[src/rtl/sample_stream_src_pkg.sv]
// Shared types and sizing helpers for the sample stream source.
// Contents: default sample width, replay state encoding, and the
// count/pointer width helper used for port and register sizing.
package sample_stream_pkg;

    localparam int unsigned DATA_W_DEF = 4;

    typedef enum logic [1:0] {
        IDLE = 2'd0,
        RUN  = 2'd1,
        GAP  = 2'd2,
        DONE = 2'd3
    } state_t;

    // Width needed to hold 0..depth inclusive.
    function automatic int unsigned cnt_w(input int unsigned depth);
        return $clog2(depth) + 1;
    endfunction

endpackage

[src/rtl/sample_stream_src_if.sv]
// Sample stream bus from the source to the running-max consumer.
// Signals: out_valid (sample present this cycle), out_data (sample value,
// holds when out_valid is low). master = producer, slave = consumer.
interface sample_stream_src_if #(
    parameter int unsigned DATA_W = 4
);
    logic              out_valid;
    logic [DATA_W-1:0] out_data;

    modport master (output out_valid, output out_data);
    modport slave  (input  out_valid, input  out_data);
endinterface

[src/rtl/sample_buf.sv]
// Sample storage: DEPTH x DATA_W register array, one synchronous write
// port and one combinational read port. Storage has no reset.
// Ports: clk, we/waddr/wdata (write), raddr/rdata (read).
module sample_buf #(
    parameter int unsigned DATA_W = 4,
    parameter int unsigned DEPTH  = 8,
    parameter int unsigned AW     = $clog2(DEPTH)
) (
    input  logic              clk,
    input  logic              we,
    input  logic [AW-1:0]     waddr,
    input  logic [DATA_W-1:0] wdata,
    input  logic [AW-1:0]     raddr,
    output logic [DATA_W-1:0] rdata
);

    logic [DATA_W-1:0] mem [DEPTH];

    always_ff @(posedge clk) begin
        if (we) begin
            mem[waddr] <= wdata;
        end
    end

    assign rdata = mem[raddr];

endmodule

[src/rtl/sample_stream_src.sv]
// Programmable sample stream source: buffers up to DEPTH samples while
// idle, then replays them on the stream interface with a programmable
// number of idle cycles between samples, followed by a one-cycle done.
// Ports: clk, reset (sync, active low); wr_en/wr_data/clr/start/gap
// control (honoured only when idle); full/count/busy/done status;
// strm (master) carries out_valid/out_data.
// Optional: SAMPLE_STREAM_SRC_EXP_MAX_EN adds exp_largest, the running
// max of the streamed samples, cleared on reset and on each accepted start.
module sample_stream_src
    import sample_stream_pkg::*;
#(
    parameter int unsigned DATA_W = DATA_W_DEF,
    parameter int unsigned DEPTH  = 8,
    parameter int unsigned GAP_W  = 3
) (
    input  logic                      clk,
    input  logic                      reset,
    input  logic                      wr_en,
    input  logic [DATA_W-1:0]         wr_data,
    input  logic                      clr,
    input  logic                      start,
    input  logic [GAP_W-1:0]          gap,
    output logic                      full,
    output logic [cnt_w(DEPTH)-1:0]   count,
    output logic                      busy,
    output logic                      done,
`ifdef SAMPLE_STREAM_SRC_EXP_MAX_EN
    output logic [DATA_W-1:0]         exp_largest,
`endif
    sample_stream_src_if.master       strm
);

    localparam int unsigned CW = cnt_w(DEPTH);
    localparam int unsigned PW = $clog2(DEPTH);

    state_t            state;
    logic [PW-1:0]     rd_ptr;
    logic [GAP_W-1:0]  gap_q;
    logic [GAP_W-1:0]  gap_cnt;
    logic [DATA_W-1:0] rd_data;

    logic start_acc_c;
    logic buf_we_c;
    logic last_c;

    // Idle-side command decode: clr > start > wr_en.
    assign start_acc_c = (state == IDLE) && !clr && start && (count != '0);
    assign buf_we_c    = (state == IDLE) && !clr && !start_acc_c && wr_en && !full;
    assign last_c      = (CW'(rd_ptr) == (count - CW'(1)));

    // count doubles as the write pointer.
    sample_buf #(
        .DATA_W (DATA_W),
        .DEPTH  (DEPTH),
        .AW     (PW)
    ) u_buf (
        .clk   (clk),
        .we    (buf_we_c),
        .waddr (count[PW-1:0]),
        .wdata (wr_data),
        .raddr (rd_ptr),
        .rdata (rd_data)
    );

    // Replay FSM with registered outputs; outputs lag the state by one edge.
    always_ff @(posedge clk) begin
        if (!reset) begin
            state         <= IDLE;
            count         <= '0;
            rd_ptr        <= '0;
            gap_q         <= '0;
            gap_cnt       <= '0;
            full          <= 1'b0;
            busy          <= 1'b0;
            done          <= 1'b0;
            strm.out_valid <= 1'b0;
            strm.out_data  <= '0;
        end else begin
            case (state)
                IDLE: begin
                    strm.out_valid <= 1'b0;
                    done           <= 1'b0;
                    if (clr) begin
                        count <= '0;
                        full  <= 1'b0;
                    end else if (start_acc_c) begin
                        gap_q  <= gap;
                        rd_ptr <= '0;
                        busy   <= 1'b1;
                        state  <= RUN;
                    end else if (buf_we_c) begin
                        count <= count + CW'(1);
                        full  <= (count == CW'(DEPTH - 1));
                    end
                end
                RUN: begin
                    strm.out_valid <= 1'b1;
                    strm.out_data  <= rd_data;
                    if (last_c) begin
                        state <= DONE;
                    end else if (gap_q != '0) begin
                        gap_cnt <= gap_q;
                        state   <= GAP;
                    end else begin
                        rd_ptr <= rd_ptr + PW'(1);
                    end
                end
                GAP: begin
                    strm.out_valid <= 1'b0;
                    if (gap_cnt == GAP_W'(1)) begin
                        rd_ptr <= rd_ptr + PW'(1);
                        state  <= RUN;
                    end else begin
                        gap_cnt <= gap_cnt - GAP_W'(1);
                    end
                end
                DONE: begin
                    strm.out_valid <= 1'b0;
                    done           <= 1'b1;
                    busy           <= 1'b0;
                    state          <= IDLE;
                end
                default: begin
                    state <= IDLE;
                end
            endcase
        end
    end

`ifdef SAMPLE_STREAM_SRC_EXP_MAX_EN
    // Running max of emitted samples, one cycle behind out_data.
    always_ff @(posedge clk) begin
        if (!reset) begin
            exp_largest <= '0;
        end else if (start_acc_c) begin
            exp_largest <= '0;
        end else if (strm.out_valid && (strm.out_data > exp_largest)) begin
            exp_largest <= strm.out_data;
        end
    end
`endif

endmodule

[src/flat_wrapper.sv]
// flat-port wrapper written by rule: the top's interface ports become plain ports
module sample_stream_src_flat import sample_stream_pkg::*;
#(
    parameter int unsigned DATA_W = DATA_W_DEF,
    parameter int unsigned DEPTH  = 8,
    parameter int unsigned GAP_W  = 3
)
  (clk, reset, wr_en, wr_data, clr, start, gap, full, count, busy, done, strm_out_valid, strm_out_data);
  sample_stream_src_if #(.DATA_W(DATA_W)) strm_i ();
  input  logic clk;
  input  logic reset;
  input  logic wr_en;
  input  logic [DATA_W-1:0] wr_data;
  input  logic clr;
  input  logic start;
  input  logic [GAP_W-1:0] gap;
  output logic full;
  output logic [cnt_w(DEPTH)-1:0] count;
  output logic busy;
  output logic done;
  output wire logic [$bits(strm_i.out_valid)-1:0] strm_out_valid;
  output wire logic [$bits(strm_i.out_data)-1:0] strm_out_data;
  assign strm_out_valid = strm_i.out_valid;
  assign strm_out_data = strm_i.out_data;
  sample_stream_src #(.DATA_W(DATA_W), .DEPTH(DEPTH), .GAP_W(GAP_W)) u_core (.clk(clk), .reset(reset), .wr_en(wr_en), .wr_data(wr_data), .clr(clr), .start(start), .gap(gap), .full(full), .count(count), .busy(busy), .done(done), .strm(strm_i));
endmodule
[config.mk]
export PLATFORM = sky130hd
export DESIGN_NAME = sample_stream_src_flat
export DESIGN_NICKNAME = d
export VERILOG_FILES = /design/src/rtl/sample_stream_src_pkg.sv /design/src/rtl/sample_stream_src_if.sv /design/src/rtl/sample_buf.sv /design/src/rtl/sample_stream_src.sv /design/src/flat_wrapper.sv
export SDC_FILE = /design/constraint.sdc
export NUM_CORES = 1
export LEC_CHECK = 0
export BUFFER_PORTS_ARGS = -buffer_cell sky130_fd_sc_hd__buf_4
export CORE_MARGIN = 1
export CORE_UTILIZATION = 46
export DETAILED_ROUTE_END_ITERATION = 16
export PLACE_DENSITY = 0.66
export SETUP_SLACK_MARGIN = 0.15
export SYNTH_ARGS = -nofsm -noshare
export SYNTH_HDL_FRONTEND = slang
export SYNTH_SLANG_ARGS = --single-unit
[constraint.sdc]
create_clock -name clk -period 3.02 [get_ports clk]
set_clock_uncertainty 0.1 [all_clocks]
set_input_delay 0.453 -clock clk [delete_from_list [all_inputs] [get_ports clk]]
set_output_delay 0.453 -clock clk [all_outputs]
set_load 0.05 [all_outputs]
==> reports/results.ini <==
[cts]
cts_root_buf=clkbuf_8
clk_pin_slew_worst_paths_ns=0.11
hold_buffers=0
clockBufferDepth=2
tritoncts=yes
htreeDepth=2
cts.sinks=55
cts_buffers=5
insertion_delay_ns=0.31
post-cts-setup-buffers=0
cts-resized-gates=0

[yosys]
synth_compound_area_frac=0.0986
yosysUniqueCellTypes=48
yosys_warnings=0
yosys.cell_count.top_type=edfxtp_1
yosysSeqAreaShare=0.549
synth_mux_area_frac=0.108
syn-cell-area_mm2=0.00259
synth_fa_ha_area_frac=0.0483
syn-num-nets=230
ys_seq_elements=55
synth_async_sr_flop_share=0
syn_avg_cell_area_um2=12.5
synthTopCellsByArea=edfxtp_1 37%, dfxtp_1 18%, mux4_2 7.0%, ha_1 4.8%, mux2i_1 3.9%
synthSimpleGateAreaFrac=0.142
synth_top_family_by_area=simple AND/OR/NAND/NOR gates
synth_ff_type=edfxtp_1
synth_cells=208
synthTopCellsByCount=32 x edfxtp_1, 25 x nor2_1, 23 x dfxtp_1
synth_top_area_share=0.371
yosysTopAreaCell=edfxtp_1
yosys.area_share.xor_xnor=0.0169
synth_edf_count=32

[setup_path]
crit_slowest_cell=nor3_1
critPathMaxFanout=10
critPathKind=flip-flop to flip-flop
critPathTopFamily=simple AND/OR/NAND/NOR gates
path_cells=inv_1 > ha_1 > nor3b_2 > nor3b_2 > nor4_2 > nand2_1 > nor3_1
endpoint_kind=flip-flop
worst_ep_arrival_time_ns=2.41
critPathMostFrequentCell=nor3b_2
cp.required_ns=2.88
max_stage_delay_ns=0.49
crit_buf_inv=1
start_kind=flip-flop

[placed_design]
numPortBuffers=23
place.gp.congestion=0.736
dp_hpwl_mm=3.31

[routing]
wl_per_cell_um=15.2
postRouteAntennaNets=0
first_pass_iters=4
via_count=1582
avgViaCountPerCell=5.27
drt_first_iter_violations=76
drc=0
routed_wl_mm=4.56

[timing]
finalHoldViolCount=0
rsz0062_at_grt=false
min_period_over_period=0.842
fmax_mhz=393
slew_viol_final=0
whs_ns=0.260
slew_headroom=0.525
worst_pin_slew_ns=0.711
setup_viol=0
tns_ns=0
period_minus_slack_ns=2.54

[run_status]
run_status=finished, final reports clean

[floorplanning]
die_h_um=77.0
die_w_um=77.0
rows=26
core_region_area_mm2=0.00527
io_pins=24
die_area_mm2=0.00593
initial_core_util=0.491

[cells_and_area]
syn2layout_area_growth_pct=12.1
drive_gt1_frac=0.209
utilization=0.551
diodes=0
final_nets=251
fill_cells=451

[hold_path]
hp-class=primary input to flip-flop

[global_route]
grt_remaining_overflow=0
antenna_found_initial=0
grt_pass1_vias=1532
grt_start_max_net_pins=21
grt_pass1_wl_mm=7.69
grt_use_total=0.169

[power]
irDropWorstVdd_mv=0.303
power_density_mw_per_mm2=484
p_leak_nw=0.979

[flow_run]
drv_cap=0

[state kept, by name, summed over array words and instances (netlist names)]
name and count:
u_core.full 1, u_core.strm.out_data 4, u_core.busy 1, u_core.gap_cnt 3
u_core.done 1, u_core.count 4, u_core.strm.out_valid 1, u_core.u_buf.mem 32
u_core.state 2, u_core.rd_ptr 3, u_core.gap_q 3
[per-layer routing]
metal  share of wire  track usage  vias to the layer above
met3           0.044       0.0357                        5
met1            0.52        0.248                      737
met4           0.011       0.0509                        0
met2            0.43        0.250                       34
li1                -            -                      806
met5               0            0                        -
[layout by cell type, fill, tap and decap left out, drive strengths merged, types with 2 or more instances in the layout]
master and instances:
a211oi 6, a21oi 7, a311oi 3, buf 23
clkbuf 5, dfxtp 23, edfxtp 32, ha 10
inv 15, mux2i 10, mux4 8, nand2 16
nand2b 5, nor2 25, nor2b 2, nor3 4
nor3b 3, nor4 2, nor4b 3, o21ai 2
or3 2, xnor2 2, xor2 3
[report_power, final]
part	leakage [nW]	total, W	internal (W)	switching (W)
clock	0.0522	0.000443	0.000177	0.000266
combinational	0.452	0.000147	0.0000552	0.0000916
sequential	0.475	0.000816	0.000805	0.0000105
total	0.979	0.00141	0.00104	0.000368
[cell families (layout without fill, tap and decap cells)]
kind of cell / count (synthesis) / count (layout)
buffers and inverters: 22 / 44
DFF: 55 / 55
muxes: 18 / 18
xor gates and xnor gates: 5 / 5
and+or+nand+nor: 68 / 68
AOI/OAI and AO/OA: 30 / 30
adders and majority gates: 10 / 10
[metrics by stage]
step | cell area, um2 | total power (W) | setup WS, ns | std cells
2_1_floorplan | 2590 | 0.000933 | 0.479 | 208
3_3_place_gp | 2800 | 0.000980 | 0.573 | 292
3_5_place_dp | 2800 | 0.000981 | 0.474 | 292
4_1_cts | 2900 | 0.00142 | 0.457 | 300
5_1_grt | 2900 | 0.00147 | 0.255 | 300
6_report | 2900 | 0.00141 | 0.477 | 300
[final cells by class]
type / instances / area (um2) / area share
timing repair buffer: 23 / 173 / 0.0595
clock inverter: 3 / 31.3 / 0.0108
sequential: 55 / 1420 / 0.490
multi-input combinational: 131 / 1070 / 0.369
tap: 70 / 87.6 / 0.0302
inverter: 13 / 48.8 / 0.0168
clock buffer: 5 / 68.8 / 0.0237
[path summary, 6_finish.rpt]
path                                  start                               end  slack, ns  depth (start not counted)
max            u_core.count[1]$_SDFFE_PN0P_  u_core.u_buf.mem[1][2]$_DFFE_PP_       0.48                          7
min                                  gap[2]      u_core.gap_q[2]$_SDFFE_PN0P_       0.26                          3
max reg2reg    u_core.count[1]$_SDFFE_PN0P_  u_core.u_buf.mem[1][2]$_DFFE_PP_       0.48                          7
min reg2reg  u_core.gap_cnt[1]$_SDFFE_PN0P_    u_core.gap_cnt[1]$_SDFFE_PN0P_       0.37                          2
[worst min-delay path, cell delays in order]
cell and delay (ns):
buf_4 0.08, a21oi_1 0.05, nor2_1 0.07
(Power assumes the default switching activity.)
